===== src/rtl/peripheral_ahb3_pkg.sv =====
`default_nettype none
// ============================================================================
// Module      : peripheral_ahb3_pkg
// Description : Shared AHB3-Lite encodings and the slave-port arbiter
//               FSM state type.
// Revision    : 1.0 - initial release
// ============================================================================
package peripheral_ahb3_pkg;

  // Arbiter FSM state encoding
  typedef logic [1:0] arb_state_t;
  localparam arb_state_t ARB_IDLE = 2'd0;
  localparam arb_state_t ARB_ADDR = 2'd1;
  localparam arb_state_t ARB_DATA = 2'd2;

  // AHB transfer types
  localparam logic [1:0] HTRANS_IDLE   = 2'b00;
  localparam logic [1:0] HTRANS_NONSEQ = 2'b10;
  localparam logic [1:0] HTRANS_SEQ    = 2'b11;

  // AHB response
  localparam logic HRESP_OKAY = 1'b0;

endpackage
`default_nettype wire


===== src/rtl/peripheral_ahb3_rr_arbiter.sv =====
`default_nettype none
// ============================================================================
// Module      : peripheral_ahb3_rr_arbiter
// Description : Combinational round-robin picker. Selects the first pending
//               requester at or after last+1, wrapping MASTERS-1 -> 0.
//               The last owner itself is considered last of all.
// Revision    : 1.0 - initial release
// ============================================================================
module peripheral_ahb3_rr_arbiter #(
  parameter int MASTERS = 4,
  parameter int IW      = 2
) (
  input  logic [MASTERS-1:0] pend,
  input  logic [IW-1:0]      last,
  output logic [MASTERS-1:0] grant,
  output logic [IW-1:0]      idx,
  output logic               valid
);

  localparam logic [IW:0] M_W = (IW+1)'(MASTERS);

  logic [IW:0]   sum;
  logic [IW-1:0] cand;

  // Walk from the farthest candidate down to the nearest so the nearest
  // pending requester after 'last' is the one that sticks.
  always_comb begin
    grant = '0;
    idx   = '0;
    valid = |pend;
    sum   = '0;
    cand  = '0;
    for (int k = MASTERS; k >= 1; k--) begin
      sum = {1'b0, last} + (IW+1)'(k);
      if (sum >= M_W) sum = sum - M_W;
      cand = sum[IW-1:0];
      if (pend[cand]) begin
        grant       = '0;
        grant[cand] = 1'b1;
        idx         = cand;
      end
    end
  end

endmodule
`default_nettype wire


===== src/rtl/peripheral_ahb3_arbiter.sv =====
`default_nettype none
// ============================================================================
// Module      : peripheral_ahb3_arbiter
// Description : Round-robin AHB3-Lite slave-port arbiter. Captures each
//               requester's transfer, stalls it with HREADYOUT low and
//               replays granted transfers one at a time downstream.
//               Optional macro PERIPHERAL_AHB3_ARB_LOCK_EN forwards
//               HMASTLOCK and keeps the grant with a locked requester.
// Revision    : 1.0 - initial release
// ============================================================================
module peripheral_ahb3_arbiter
  import peripheral_ahb3_pkg::*;
#(
  parameter int MASTERS    = 4,
  parameter int HADDR_SIZE = 32,
  parameter int HDATA_SIZE = 32
) (
  input  logic                                  HRESETn,
  input  logic                                  HCLK,
  input  logic [MASTERS-1:0]                    HSEL,
  input  logic [MASTERS-1:0]                    HWRITE,
  input  logic [MASTERS-1:0]                    HMASTLOCK,
  input  logic [MASTERS-1:0]                    HREADY,
  input  logic [MASTERS-1:0][HADDR_SIZE-1:0]    HADDR,
  input  logic [MASTERS-1:0][HDATA_SIZE-1:0]    HWDATA,
  input  logic [MASTERS-1:0][2:0]               HSIZE,
  input  logic [MASTERS-1:0][3:0]               HPROT,
  input  logic [MASTERS-1:0][1:0]               HTRANS,
  output logic [MASTERS-1:0][HDATA_SIZE-1:0]    HRDATA,
  output logic [MASTERS-1:0]                    HREADYOUT,
  output logic [MASTERS-1:0]                    HRESP,
  output logic                                  M_HSEL,
  output logic                                  M_HWRITE,
  output logic                                  M_HMASTLOCK,
  output logic                                  M_HREADY,
  output logic [HADDR_SIZE-1:0]                 M_HADDR,
  output logic [HDATA_SIZE-1:0]                 M_HWDATA,
  output logic [2:0]                            M_HSIZE,
  output logic [3:0]                            M_HPROT,
  output logic [1:0]                            M_HTRANS,
  input  logic [HDATA_SIZE-1:0]                 M_HRDATA,
  input  logic                                  M_HREADYOUT,
  input  logic                                  M_HRESP
);

  localparam int             IW       = $clog2(MASTERS);
  localparam logic [IW-1:0]  LAST_RST = IW'(MASTERS - 1);

  logic [MASTERS-1:0]                 capture;
  logic [MASTERS-1:0]                 data_phase;
  logic [MASTERS-1:0]                 pend;
  logic [MASTERS-1:0]                 eligible;
  logic [MASTERS-1:0][HADDR_SIZE-1:0] req_addr;
  logic [MASTERS-1:0][HDATA_SIZE-1:0] req_wdata;
  logic [MASTERS-1:0]                 req_write;
  logic [MASTERS-1:0][2:0]            req_size;
  logic [MASTERS-1:0][3:0]            req_prot;

  arb_state_t                         state;
  logic [IW-1:0]                      last;
  logic [IW-1:0]                      grant_idx;
  logic [MASTERS-1:0]                 rr_onehot_unused;
  logic [IW-1:0]                      rr_idx;
  logic                               rr_valid;

  // A requester address phase is taken when selected, ready and active.
  always_comb begin
    capture = '0;
    for (int i = 0; i < MASTERS; i++)
      capture[i] = HSEL[i] & HREADY[i] &
                   ((HTRANS[i] == HTRANS_NONSEQ) | (HTRANS[i] == HTRANS_SEQ));
  end

  // Hold each requester's address/control; write data follows one cycle later,
  // which is still a cycle before the downstream data phase needs it.
  always_ff @(posedge HCLK or negedge HRESETn) begin
    if (!HRESETn) begin
      data_phase <= '0;
      req_addr   <= '0;
      req_wdata  <= '0;
      req_write  <= '0;
      req_size   <= '0;
      req_prot   <= '0;
    end else begin
      data_phase <= capture;
      for (int i = 0; i < MASTERS; i++) begin
        if (capture[i]) begin
          req_addr[i]  <= HADDR[i];
          req_write[i] <= HWRITE[i];
          req_size[i]  <= HSIZE[i];
          req_prot[i]  <= HPROT[i];
        end
        if (data_phase[i]) req_wdata[i] <= HWDATA[i];
      end
    end
  end

`ifdef PERIPHERAL_AHB3_ARB_LOCK_EN
  logic [MASTERS-1:0] req_lock;
  logic               locked;

  // Track per-requester lock, forward it downstream and remember whether the
  // last completed transfer was locked.
  always_ff @(posedge HCLK or negedge HRESETn) begin
    if (!HRESETn) begin
      req_lock    <= '0;
      locked      <= 1'b0;
      M_HMASTLOCK <= 1'b0;
    end else begin
      for (int i = 0; i < MASTERS; i++)
        if (capture[i]) req_lock[i] <= HMASTLOCK[i];
      if (state == ARB_IDLE && rr_valid) M_HMASTLOCK <= req_lock[rr_idx];
      if (state == ARB_DATA && M_HREADYOUT) locked <= req_lock[grant_idx];
    end
  end

  // While a locked sequence is open only its owner may be granted.
  always_comb begin
    eligible = pend;
    if (locked) begin
      eligible       = '0;
      eligible[last] = pend[last];
    end
  end
`else
  logic unused_lock;
  assign unused_lock = ^HMASTLOCK;
  assign M_HMASTLOCK = 1'b0;
  assign eligible    = pend;
`endif

  peripheral_ahb3_rr_arbiter #(
    .MASTERS (MASTERS),
    .IW      (IW)
  ) u_rr (
    .pend  (eligible),
    .last  (last),
    .grant (rr_onehot_unused),
    .idx   (rr_idx),
    .valid (rr_valid)
  );

  // The downstream slave's ready is only meaningful during the data phase.
  assign M_HREADY = (state == ARB_DATA) ? M_HREADYOUT : 1'b1;

  // Grant FSM, downstream replay and per-requester response registers.
  always_ff @(posedge HCLK or negedge HRESETn) begin
    if (!HRESETn) begin
      state     <= ARB_IDLE;
      last      <= LAST_RST;
      grant_idx <= '0;
      pend      <= '0;
      HREADYOUT <= '1;
      HRESP     <= '0;
      HRDATA    <= '0;
      M_HSEL    <= 1'b0;
      M_HTRANS  <= HTRANS_IDLE;
      M_HADDR   <= '0;
      M_HWDATA  <= '0;
      M_HWRITE  <= 1'b0;
      M_HSIZE   <= '0;
      M_HPROT   <= '0;
    end else begin
      for (int i = 0; i < MASTERS; i++) begin
        if (!pend[i]) begin
          HREADYOUT[i] <= 1'b1;
          HRESP[i]     <= HRESP_OKAY;
        end
      end
      case (state)
        ARB_IDLE: begin
          if (rr_valid) begin
            grant_idx <= rr_idx;
            state     <= ARB_ADDR;
            M_HSEL    <= 1'b1;
            M_HTRANS  <= HTRANS_NONSEQ;
            M_HADDR   <= req_addr[rr_idx];
            M_HWRITE  <= req_write[rr_idx];
            M_HSIZE   <= req_size[rr_idx];
            M_HPROT   <= req_prot[rr_idx];
          end
        end
        ARB_ADDR: begin
          state    <= ARB_DATA;
          M_HSEL   <= 1'b0;
          M_HTRANS <= HTRANS_IDLE;
          M_HWDATA <= req_wdata[grant_idx];
        end
        ARB_DATA: begin
          HRESP[grant_idx]     <= M_HRESP;
          HREADYOUT[grant_idx] <= M_HREADYOUT;
          HRDATA[grant_idx]    <= M_HRDATA;
          if (M_HREADYOUT) begin
            pend[grant_idx] <= 1'b0;
            last            <= grant_idx;
            state           <= ARB_IDLE;
          end
        end
        default: state <= ARB_IDLE;
      endcase
      // A new capture overrides completion on the same requester.
      for (int i = 0; i < MASTERS; i++) begin
        if (capture[i]) begin
          pend[i]      <= 1'b1;
          HREADYOUT[i] <= 1'b0;
          HRESP[i]     <= HRESP_OKAY;
        end
      end
    end
  end

endmodule
`default_nettype wire


===== config.mk =====
export PLATFORM = sky130hd
export DESIGN_NAME = peripheral_ahb3_arbiter
export DESIGN_NICKNAME = d
export VERILOG_FILES = /design/src/rtl/peripheral_ahb3_pkg.sv /design/src/rtl/peripheral_ahb3_rr_arbiter.sv /design/src/rtl/peripheral_ahb3_arbiter.sv
export SDC_FILE = /design/constraint.sdc
export NUM_CORES = 1
export LEC_CHECK = 0
export BUFFER_PORTS_ARGS = -buffer_cell sky130_fd_sc_hd__clkbuf_2
export CAP_MARGIN = 20
export CORE_MARGIN = 5
export CORE_UTILIZATION = 30
export CTS_CLUSTER_SIZE = 8
export DETAILED_ROUTE_END_ITERATION = 10
export SLEW_MARGIN = 25
export SYNTH_ARGS = -nofsm -noshare
export SYNTH_HDL_FRONTEND = slang
export SYNTH_HIERARCHICAL = 1
export SYNTH_SLANG_ARGS = --single-unit
export TNS_END_PERCENT = 5

===== constraint.sdc =====
create_clock -name HCLK -period 9.85 [get_ports HCLK]
set_input_delay 1.97 -clock HCLK [delete_from_list [all_inputs] [get_ports HCLK]]
set_output_delay 1.97 -clock HCLK [all_outputs]
set_load 0.01 [all_outputs]

==> results, run 1 <==
- After clock tree synthesis, the clock-pin slew on the worst setup and hold paths is 0.04 ns.
- The final setup skew is 0.0269 ns.
- The final cell utilization of the core is 0.384.
- The final HPWL from detailed placement is 41.0 mm.
- The worst setup path is of the primary input to output port kind.
- In this run the worst hold path is classified as register to register.
- The global routing usage summed across all routing layers is 0.160.
- Across the run, the number of max-cap violations was 0.
- The area growth from synthesis to layout is 26.8%.
- The filler cells instantiated in the layout total 6,714.
- The top fanout value on the critical path is 6.
- The core region area is 70,100 um^2.
- The sort of element at the start of the critical path is a primary input.
- The first global-routing pass estimated 96.2 mm of wire.
- The ratio of final minimum period to clock period is 0.486.
- The CTS tree is yes.
- The warning count from the yosys run is 6.
- The total setup violations reported at the end of the flow is 0.
- The highest metal layer used by the detailed router is met5.
- The wire length reported by the detailed router is 62.3 mm.
- The horizontal die dimension is 276 um.
- The number of buffers inserted during clock tree synthesis is 74.
- The floorplan step defined a die boundary enclosing 76,300 um^2.
- Dividing total power by cell area gives a power density of 322 nW/um^2.
- The number of clock sinks is 511.
- At the end of routability-driven placement, the weighted congestion stood at 0.805.
- The setup fix buffers added after clock tree synthesis is 0.
- The final net count is 2,354.
- For this run, the detailed router's first-pass iteration total came to 5.
- The flow ran to the end, and the final reports show no timing, DRC or antenna violations.
- The final routed wire length divided by cell count is 20.9 um.
- The data arrival time of the critical path is 2.82 ns.
- Setup repair after global routing left no endpoint under its margin.
- Once the clock tree was built, the resizer swapped 0 gates to a different size.
- In this run the critical register-to-register path is launched from last[0].
- Clock tree synthesis selected as its root buffer the cell sky130_fd_sc_hd__clkbuf_16.
- The data required time at the worst endpoint is 7.88 ns.
- The floorplan die height is 276 um.
- The post-place instance area is 24,900 um^2.
- The fmax is 0.209 GHz.
- In this run the tightest slew margin relative to its limit is 0.325.
- In this run the cell area of the synthesized design comes to 21,300 um^2.
- Global routing finished with a remaining overflow of 0.
- Power comes to 8.67 mW.
- The average vias per placed instance is 4.68.
- The total count of max-transition violations in the final report is 0.
- Of the cells placed in the final design, the portion with a size suffix greater than 1 is 0.545.
- For the pin with the worst max-slew slack, the measured transition is 1.01 ns.
- In this run the remaining antenna-violating nets after routing total 0.
- The H-tree generated during clock tree synthesis spans 3 levels.
- After floorplanning, the core was divided into 97 placement rows.
- Synthesis handed over a netlist of 1,471 instances.
- The routed design could run at a clock period as short as 4.79 ns.
- The number of buffers on the longest clock path is 3.
- The timing startpoint of the critical path is M_HREADYOUT.
- After detailed routing, the wire length on met1 is 24.9 mm.
- In this run the tool buffered the top-level ports with 546 buffer cells.
- The maximum number of pins on one net before global-route repair is 173.
- The average footprint of a synthesized cell is 14.5 um^2.
- In the routed design, unresolved DRC markers number 0.
- The via total after detailed routing is 13,900.
- VDD sags by at most 0.000189 V.
- The number of violations reported at the end of detailed-routing iteration 0 is 636.
- The detailed route wirelength on metal3 is 4.73 mm.
- The initial utilization of the core area, before any placement, comes to 0.303.
- During I/O placement, the number of pins put on the boundary was 557.
- The analysis attributes to cell leakage a power of 12.7 nW.
- The worst reg-to-reg setup slack is 6.09 ns.
- After routing the design area is 27,000 um^2.
- The routed length on met2 is 30.8 mm.
- The initial antenna violation count came to 12.
- The accumulated negative setup slack is 0 ns.
- Clock latency on the worst-skew pair, taken at its later pin, is 0.60 ns.
- The number of hold violations in the final report is 0.
- The number of global-route vias before repair is 15,700.
- The worst setup path is captured at an output port.
- In this run the most critical hold path is launched from HRDATA[116].
- The number of hold buffers added after cts is 0.
[area by class of cell]
class	instances	area (um^2)	share of cell area
inverters	7	31.3	0.00116
well taps	940	1180	0.0436
flip-flops and latches	511	12800	0.475
clock inverters	8	146	0.00543
clock buffers	86	1910	0.0707
repair buffers	565	2930	0.109
diodes	9	22.5	0.000835
multi-input cells	850	7960	0.295
[where the power goes]
group	internal, mW	switching [mW]	total, mW	leakage [nW]
sequential	2.80	0.431	3.23	6.10
clock	1.39	0.925	2.31	1.00
combinational	1.44	1.69	3.13	5.61
total	5.62	3.05	8.67	12.7
[state kept, by name, indices dropped and copies added, names as in the netlist, 4 cells and up]
register / flops
req_addr: 128
req_wdata: 128
HRESP: 4
HREADYOUT: 4
M_HWDATA: 32
req_prot: 16
eligible: 4
M_HADDR: 32
req_size: 12
req_write: 4
data_phase: 4
M_HPROT: 4
HRDATA: 128
[layer usage]
layer,track usage,up-vias
met3,0.0524,125
met5,0,-
met2,0.273,448
li1,-,6319
met1,0.189,7026
met4,0.0571,8
[worst max-delay path, cell delays in order]
cell and delay, ns:
sky130_fd_sc_hd__clkbuf_2 0.16, sky130_fd_sc_hd__or3b_2 0.48, sky130_fd_sc_hd__clkbuf_2 0.20
[through the flow]
step / setup slack, ns / instances / hold slack (ns)
after floorplan: 5.43 / 1472 / 0.480
after global placement: 5.06 / 2872 / 0.463
after detailed placement: 5.06 / 2872 / 0.464
after CTS: 5.05 / 2966 / 0.477
after global routing: 5.03 / 2973 / 0.486
final: 5.06 / 2976 / 0.472
[layout by cell type, fill, tap and decap left out, types with 2 or more instances in the layout]
cell,count
sky130_fd_sc_hd__clkbuf_2,545
sky130_fd_sc_hd__dfrtp_1,501
sky130_fd_sc_hd__mux2_2,369
sky130_fd_sc_hd__nand2_1,182
sky130_fd_sc_hd__mux2i_1,147
sky130_fd_sc_hd__clkbuf_16,74
sky130_fd_sc_hd__o221ai_2,39
sky130_fd_sc_hd__o221ai_1,33
sky130_fd_sc_hd__mux2_4,20
sky130_fd_sc_hd__buf_4,16
sky130_fd_sc_hd__a21oi_1,11
sky130_fd_sc_hd__clkbuf_1,11
sky130_fd_sc_hd__diode_2,9
sky130_fd_sc_hd__a21o_1,7
sky130_fd_sc_hd__dfstp_2,6
sky130_fd_sc_hd__inv_1,6
sky130_fd_sc_hd__o21ai_0,5
sky130_fd_sc_hd__nand3b_1,5
sky130_fd_sc_hd__and3_2,4
sky130_fd_sc_hd__inv_6,4
sky130_fd_sc_hd__inv_16,3
sky130_fd_sc_hd__dfrtp_2,3
sky130_fd_sc_hd__or3b_2,2
sky130_fd_sc_hd__and4bb_4,2
sky130_fd_sc_hd__nand2_2,2
sky130_fd_sc_hd__nor2_1,2
sky130_fd_sc_hd__conb_1,2
sky130_fd_sc_hd__buf_12,2
sky130_fd_sc_hd__nand2b_1,2
sky130_fd_sc_hd__o211ai_1,2
[worst paths after layout]
kind,endpoint,depth (start not counted)
min in group asynchronous,req_addr[104],1
hold / removal,HRDATA[116],2
hold reg to reg,HRDATA[116],2
setup reg to reg,M_HPROT[3],8
max in group asynchronous,data_phase[0],3
setup / recovery,M_HREADY,3
Note: power is estimated with default switching activity, not from simulation.
==> run 2, diff against run 1 <==
ABC_AREA = 1   (was default)
clock period = 5 ns   (was 9.85 ns; I/O delays follow)
==> run 2 against run 1 <==
Net effect:
- critical path depth grew 13
- total power rose by 110%
- sequential cell count unchanged
- sequential power up 92%
- clock power grew 100%
- utilization decreased by 0.46 points
- clock-buffer cell count rose by 14
- cell area increased by 2.8%
- worst hold slack worse by 0.0085 ns
- first-iteration DRC count is 74% higher
- non-clock buffer count rose by 16
- largest cell class unchanged
==> results, run 2 <==
- The placement row count is 99.
- The fmax is 0.277 GHz.
- Of the total power, registers draw 0.344.
- The maximum vdd ir drop is 0.000364 V.
- The total count of max-transition violations in the final report is 0.
- The fraction of power spent switching nets is 0.410.
- The CTS tree is yes.
- The length in cells of the worst reg-to-reg path is 16.
- Buffers placed on the I/O ports in this run total 546.
- The longest clock path from root to sink contains 3 buffers.
- The share of total power dissipated in the clock network is 0.260.
- The buffering stage count on the worst path with inverters included is 5.
- The warning count from the yosys run is 6.
- The final HPWL from detailed placement is 49.6 mm.
- Counting I/O delays and the setup requirement, the final critical path takes 3.61 ns.
- The number of hold violations in the final report was 0.
- Among all stages on the critical path, the largest delay is contributed by sky130_fd_sc_hd__inv_2.
- On the final layout, the worst hold slack is 0.464 ns.
- The number of global-route vias before repair is 18,200.
- The library cell used most frequently in the layout, excluding fill and tap cells, is sky130_fd_sc_hd__nand2_1.
- For this design the total switching power over the nets is 7.39 mW.
- The clock latency at the later pin of the worst-skew pair is 0.60 ns.
- The accumulated negative setup slack is 0 ns.
- CTS built an H-tree with a depth of 3.
- Setup repair after global routing left no endpoint under its margin.
- The maximum number of pins on one net before global-route repair is 99.
- Among the stages of the critical path, the cell type that occurs most often is sky130_fd_sc_hd__nand2_1.
- The detail route stage leaves a number of antenna-violating nets equal to 0.
- The power per cell area is 650 nW/um^2.
- The slew at the pin closest to its max-slew limit is 1.01 ns.
- The final net count is 3,326.
- The data required time at the worst endpoint is 5.48 ns.
- The largest registers in the layout are HRDATA: 128 flops, req_addr: 128 flops, req_wdata: 128 flops.
- For this design the static power due to leakage is 14.8 nW.
- The slack of the critical path is 1.39 ns.
- The setup fix buffers added after clock tree synthesis is 0.
- The timing startpoint of the critical path is last[0].
- The run finished with clean final reports.
- The number of violations reported at the end of detailed-routing iteration 0 is 1,106.
- The share of final-layout standard cells stronger than drive strength 1 is 0.288.
- The final estimated routing congestion in global placement is 0.830.
- The global route total overflow is 0.
- The global routing usage summed across all routing layers is 0.182.
- Walking the worst path, the cells encountered are inv_2, ha_1, inv_1, nand3_1, nand2_2, nand2_1, inv_2, o21ai_0, nand2_4, inv_2, buf_4, nand2_1, nand3_1, nand2_1, nand2_1, nand2_1.
- Dividing the detail-routed via count by the number of cells gives 4.51.
- The average footprint of a synthesized cell is 8.95 um^2.
- The worst slew margin relative to its limit is 0.326.
- Data arrives at the worst endpoint at 4.09 ns.
- The number of instances resized during post-cts repair is 0.
- The global-route wire length before repair is 111 mm.
- The clock arrives with 0.0368 ns of skew.
- Once layout is complete, the utilization of the core stands at 0.380.
- The cell count after synthesis is 2,463.
- Max-cap violations in this run came to 0.
- Compared with the post-synthesis result, the final layout area differs by 25.8%.
- The total setup violations reported at the end of the flow is 0.
- Dividing the detail-routed wire length by the instance count gives 18.3 um.
- Buffers inserted during clock tree synthesis total 75.
- The floorplan die height is 281 um.
- The residual DRC count is 0.
- In the layout the commonest cells are 1,173 x sky130_fd_sc_hd__nand2_1, 545 x sky130_fd_sc_hd__clkbuf_2, 500 x sky130_fd_sc_hd__dfrtp_1.
- The top fanout value on the critical path is 29.
- From left edge to right edge, the die measures 281 um.
- The worst setup path is launched from a register.
- 557 I/O pins were placed.
- The endpoint type of the worst setup path is a register.
- The timing endpoint of the critical path is M_HADDR[14].
- The die covers 79,000 um^2.
- The via total after detailed routing is 18,000.
- In the finished design, the share of the clock period the worst path needs comes to 0.722.
- After filler insertion, the fill cell instance count of the layout stands at 7,462.
- The design draws 18.0 mW.
- The initial antenna violation count is 12.
- The largest stage delay on the critical path is 0.60 ns.
- The finished layout holds 3,981 standard cells, fillers aside.
- Summing every instance area after synthesis gives 22,000 um^2.
- In this run the critical register-to-register path is launched from last[0].
- Of the total power, combinational logic draws 0.396.
- The number of logic stages on the critical path including buffering is 16.
- The placed instances occupy a cell area of 25,500 um^2.
- The setup slack after placement is 1.42 ns.
- The root buffer cell chosen for the clock tree is sky130_fd_sc_hd__clkbuf_16.
- Cell internal power was estimated by the tool at 10.6 mW.
- The post-route cell area is 27,700 um^2.
- The min-delay analysis places its worst path in the category primary input to asynchronous set/reset pin.
- The core region area is 73,000 um^2.
- The effective utilization at floorplan is 0.302.
- The category of the critical setup timing path is register to register.
- The wire length reported by the detailed router is 73.0 mm.
- The detailed-router iteration count before antenna repair is 5.
- The end of the worst register-to-register path is M_HADDR[14].
- In this run, post-CTS hold repair placed 0 buffers.
- After clock tree synthesis, the clock-pin slew on the worst setup and hold paths is 0.05 ns.
- Setup slack on the worst reg-to-reg path comes out at 1.39 ns.
- The number of clock sinks is 511.
- Once placement completed, the tool counted placed cells totaling 3,863.
- On the critical path the largest part of the delay comes from buffers and inverters.
-- run 2: cell types whose count changed in the layout (fill, tap and decap cells not counted), sizes merged, moves of 72 or more --
cell    change
inv       +126
nand3      +92
o221ai     -72
nand2    +1001
mux2i     -148
o21ai     +226
mux2      -261
-- run 2: worst min path at each step --
stage	endpoint	slack, ns	depth (start not counted)
finish	M_HPROT[3]	0.46	1
global route	M_HPROT[3]	0.49	1
CTS	M_HPROT[3]	0.46	1
detailed placement	M_HWDATA[4]	0.46	2
global placement	req_addr[55]	0.46	2
floorplan	req_addr[102]	0.45	2
-- run 2: layer usage --
| layer | global-route usage | up-vias | share of wire |
|---|---|---|---|
| met4 | 0.0724 | 2 | 0.034 |
| met3 | 0.0395 | 134 | 0.064 |
| met1 | 0.230 | 8546 | 0.41 |
| met2 | 0.304 | 539 | 0.49 |
| li1 | - | 8729 | - |
| met5 | 0 | - | 0.00015 |
-- run 2: power by group through the flow --
stage / Sequential, mW / Clock, mW / Combinational, mW
after global placement: 6.21 / 0 / 7.15
after global routing: 6.34 / 5.00 / 8.06
after floorplan: 6.45 / 0 / 4.23
final: 6.20 / 4.69 / 7.14
after detailed placement: 6.24 / 0 / 7.25
after CTS: 6.19 / 4.83 / 7.28
-- run 2: area by class of cell --
class                      instances  area (um^2)  share of cell area
antenna                           10         25.0            0.000903
clock buffer                     100         2030              0.0733
clock inverter                     8          123             0.00442
inverter                         138          518              0.0187
multi-input combinational       1674         7950               0.287
sequential                       511        12800               0.462
tap                              959         1200              0.0433
timing repair buffer             581         3080               0.111
==> run 3, diff against run 2 <==
clock period = 3 ns   (was 5 ns; I/O delays follow)
==> run 3 against run 2 <==
Net effect:
- clock skew is essentially flat
- worst hold slack got worse by 0.28 ns
- global-route usage decreased by 0.20 points
- setup slack worse by 1.2 ns
- utilization rose by 0.29 points
- die area is the same
- total power rose by 67%
- largest cell class unchanged
- largest power group unchanged
- highest routed layer unchanged
==> results, run 3 (synthesis results as in run 2) <==
- The number of global-route vias before repair was 18,100.
- The length in cells of the worst reg-to-reg path is 16.
- Of the available clock period, the critical path in the final layout requires 0.926.
- 557 I/O pins were placed.
- The number of setup buffers added after CTS is 0.
- In the layout the commonest cells are 1,173 x sky130_fd_sc_hd__nand2_1, 545 x sky130_fd_sc_hd__clkbuf_2, 500 x sky130_fd_sc_hd__dfrtp_1.
- The worst setup path is launched from a register.
- The footprint of the multi-input gates is 7950 um^2.
- Max-cap violations in this run came to 0.
- The post-route cell area is 27,900 um^2.
- The worst hold path startpoint is HADDR[22].
- Subtracting the final worst setup slack from the clock period gives 2.78 ns.
- The share of final-layout standard cells stronger than drive strength 1 is 0.292.
- The final HPWL from detailed placement is 50.8 mm.
- The floorplan step defined a die boundary enclosing 79,000 um^2.
- The global-route wire length before repair is 110 mm.
- The CTS tree is yes.
- After filler insertion, the fill cell instance count of the layout stands at 7,497.
- Of the total power, the clock network draws 0.255.
- Setup slack on the worst reg-to-reg path comes out at 0.22 ns.
- The power per cell area is 1080 nW/um^2.
- The final routed wire length divided by cell count is 18.1 um.
- The wire length reported by the detailed router is 72.4 mm.
- Hold is met by 0.186 ns.
- In this run the tool buffered the top-level ports with 546 buffer cells.
- In this run the critical register-to-register path is captured at M_HADDR[9].
- The initial utilization of the core area, before any placement, comes to 0.302.
- Clock tree synthesis selected as its root buffer the cell sky130_fd_sc_hd__clkbuf_16.
- The clock passes through at most 3 buffers.
- The run finished with clean final reports.
- The sequential cell fraction of total power is 0.343.
- Clock latency on the worst-skew pair, taken at its later pin, is 0.62 ns.
- The initial antenna violation count is 7.
- The largest registers in the layout are HRDATA: 128 flops, req_addr: 128 flops, req_wdata: 128 flops.
- The tree built by TritonCTS fans out to 511 sinks.
- The share of total power dissipated in combinational logic is 0.402.
- The floorplan die height is 281 um.
- Using the TritonRoute via totals, the vias-per-cell ratio works out to 4.48.
- STA puts the critical path data required time at 3.49 ns.
- The area growth from synthesis to final layout is 26.7%.
- The final estimated routing congestion in global placement is 0.826.
- The path with the worst hold slack has its endpoint at req_addr[22].
- The data arrival time of the critical path is 3.26 ns.
- The final cell utilization of the core is 0.383.
- The routed layout has 17,900 vias.
- The final net count is 3,347.
- Registers take 12,800 um^2.
- The fmax is 0.360 GHz.
- At the pin with the least slew margin, the transition time is 1.02 ns.
- The worst reg2reg path startpoint is last[0].
- The number of cells on the worst hold path is 3.
- Adding up every negative setup slack in the final design gives 0 ns.
- The detailed-router iteration count before antenna repair is 5.
- For this design the static power due to leakage is 14.9 nW.
- Entering global routing, the biggest net connects 93 pins.
- The placement row count is 99.
- The worst slew margin relative to its limit is 0.320.
- The placed instances occupy a cell area of 25,800 um^2.
- In this run the worst path has a maximum fanout of 56.
- The library cell used most frequently in the layout, excluding fill and tap cells, is sky130_fd_sc_hd__nand2_1.
- The number of hold violations in the final report is 0.
- The total setup violations reported at the end of the flow is 0.
- The global routing usage summed across all routing layers is 0.180.
- The residual DRC count is 0.
- The maximum vdd ir drop is 0.00111 V.
- The detail route stage leaves a number of antenna-violating nets equal to 0.
- Overall power consumption after layout is estimated at 30.1 mW.
- The final setup skew is 0.0365 ns.
- The fraction of power spent switching nets is 0.410.
- The path category of the worst min-delay check is primary input to register.
- The number of buffers inserted during clock tree synthesis is 74.
- The category of the critical setup timing path is register to register.
- The core region area is 73,000 um^2.
- The total count of max-transition violations in the final report is 0.
- The number of violations reported at the end of detailed-routing iteration 0 is 1,086.
- The horizontal die dimension is 281 um.
- The number of levels the H-tree was split into is 3.
- For this run the aggregate overflow at the end of global routing stands at 0.
- The clock transition at the registers of the reported paths is 0.05 ns.
- STA classifies the critical path endpoint as a register.
- Setup repair after global routing left no endpoint under its margin.
- Summed over all nets, the switching power comes to 12.3 mW.
- The design internal power is 17.8 mW.
run 3: cell types whose count changed in the layout (fill, tap and decap cells not counted), sizes merged:
cell,delta
clkbuf,-5
clkinv,+4
inv,-2
dlygate4sd3,+1
diode,-4
buf,+21
clkinvlp,-1
run 3: how the worst max path moves through the flow:
| stage | from | endpoint | slack, ns |
|---|---|---|---|
| after floorplan | last[0] | M_HADDR[27] | 0.57 |
| final | last[0] | M_HADDR[9] | 0.22 |
| after global routing | last[0] | M_HADDR[9] | 0.006 |
| after CTS | last[0] | M_HADDR[9] | 0.11 |
| after global placement | last[0] | M_HADDR[14] | 0.18 |
| after detailed placement | last[0] | M_HADDR[14] | 0.14 |
run 3: through the flow:
stage               instances  worst slack (ns)
global placement         3884             0.179
detailed placement       3884             0.143
global route             3995           0.00560
CTS                      3989             0.113
finish                   3995             0.221
floorplan                2464             0.570
run 3: worst max-delay path, cell delays in order, from the launching register on:
cell,delay (ns)
sky130_fd_sc_hd__dfstp_2,0.59
sky130_fd_sc_hd__inv_2,0.10
sky130_fd_sc_hd__ha_2,0.39
sky130_fd_sc_hd__inv_1,0.09
sky130_fd_sc_hd__nand3_1,0.10
sky130_fd_sc_hd__nand2_2,0.08
sky130_fd_sc_hd__nand2_1,0.08
sky130_fd_sc_hd__inv_2,0.03
sky130_fd_sc_hd__o21ai_1,0.20
sky130_fd_sc_hd__nand2_4,0.09
sky130_fd_sc_hd__inv_2,0.08
sky130_fd_sc_hd__buf_12,0.24
sky130_fd_sc_hd__nand2_1,0.09
sky130_fd_sc_hd__nand3_1,0.22
sky130_fd_sc_hd__nand2_1,0.09
sky130_fd_sc_hd__nand2_1,0.06
sky130_fd_sc_hd__nand2_1,0.05
run 3: power by group through the flow:
| stage | Clock, mW | Sequential (mW) | Combinational, mW |
|---|---|---|---|
| after floorplan | 0 | 10.8 | 7.06 |
| after global placement | 0 | 10.4 | 12.2 |
| after detailed placement | 0 | 10.4 | 12.3 |
| after CTS | 7.91 | 10.3 | 12.3 |
| after global routing | 8.21 | 10.6 | 13.6 |
| final | 7.68 | 10.3 | 12.1 |
run 3: what timing repair did:
| item | in CTS | in global routing |
|---|---|---|
| hold endpoints to repair | 42 | 0 |
| endpoints found under the setup margin | 0 | 14 |
| hold buffers | 1 | 0 |
| gates resized for setup | 0 | 3 |
run 3: routing by layer:
layer | global-route usage | up-vias | routed length, um
met5 | 0 | - | 13
met4 | 0.0679 | 2 | 2200
met3 | 0.0352 | 117 | 4210
met2 | 0.298 | 477 | 35200
met1 | 0.234 | 8550 | 30700
li1 | - | 8766 | -
run 3: layout make-up:
| type | instances | share of cell area |
|---|---|---|
| Antenna cell | 6 | 0.000538 |
| Multi-Input combinational cell | 1674 | 0.285 |
| Sequential cell | 511 | 0.458 |
| Timing Repair Buffer | 603 | 0.119 |
| Clock buffer | 95 | 0.0691 |
| Inverter | 138 | 0.0186 |
| Tap cell | 959 | 0.0430 |
| Clock inverter | 9 | 0.00654 |
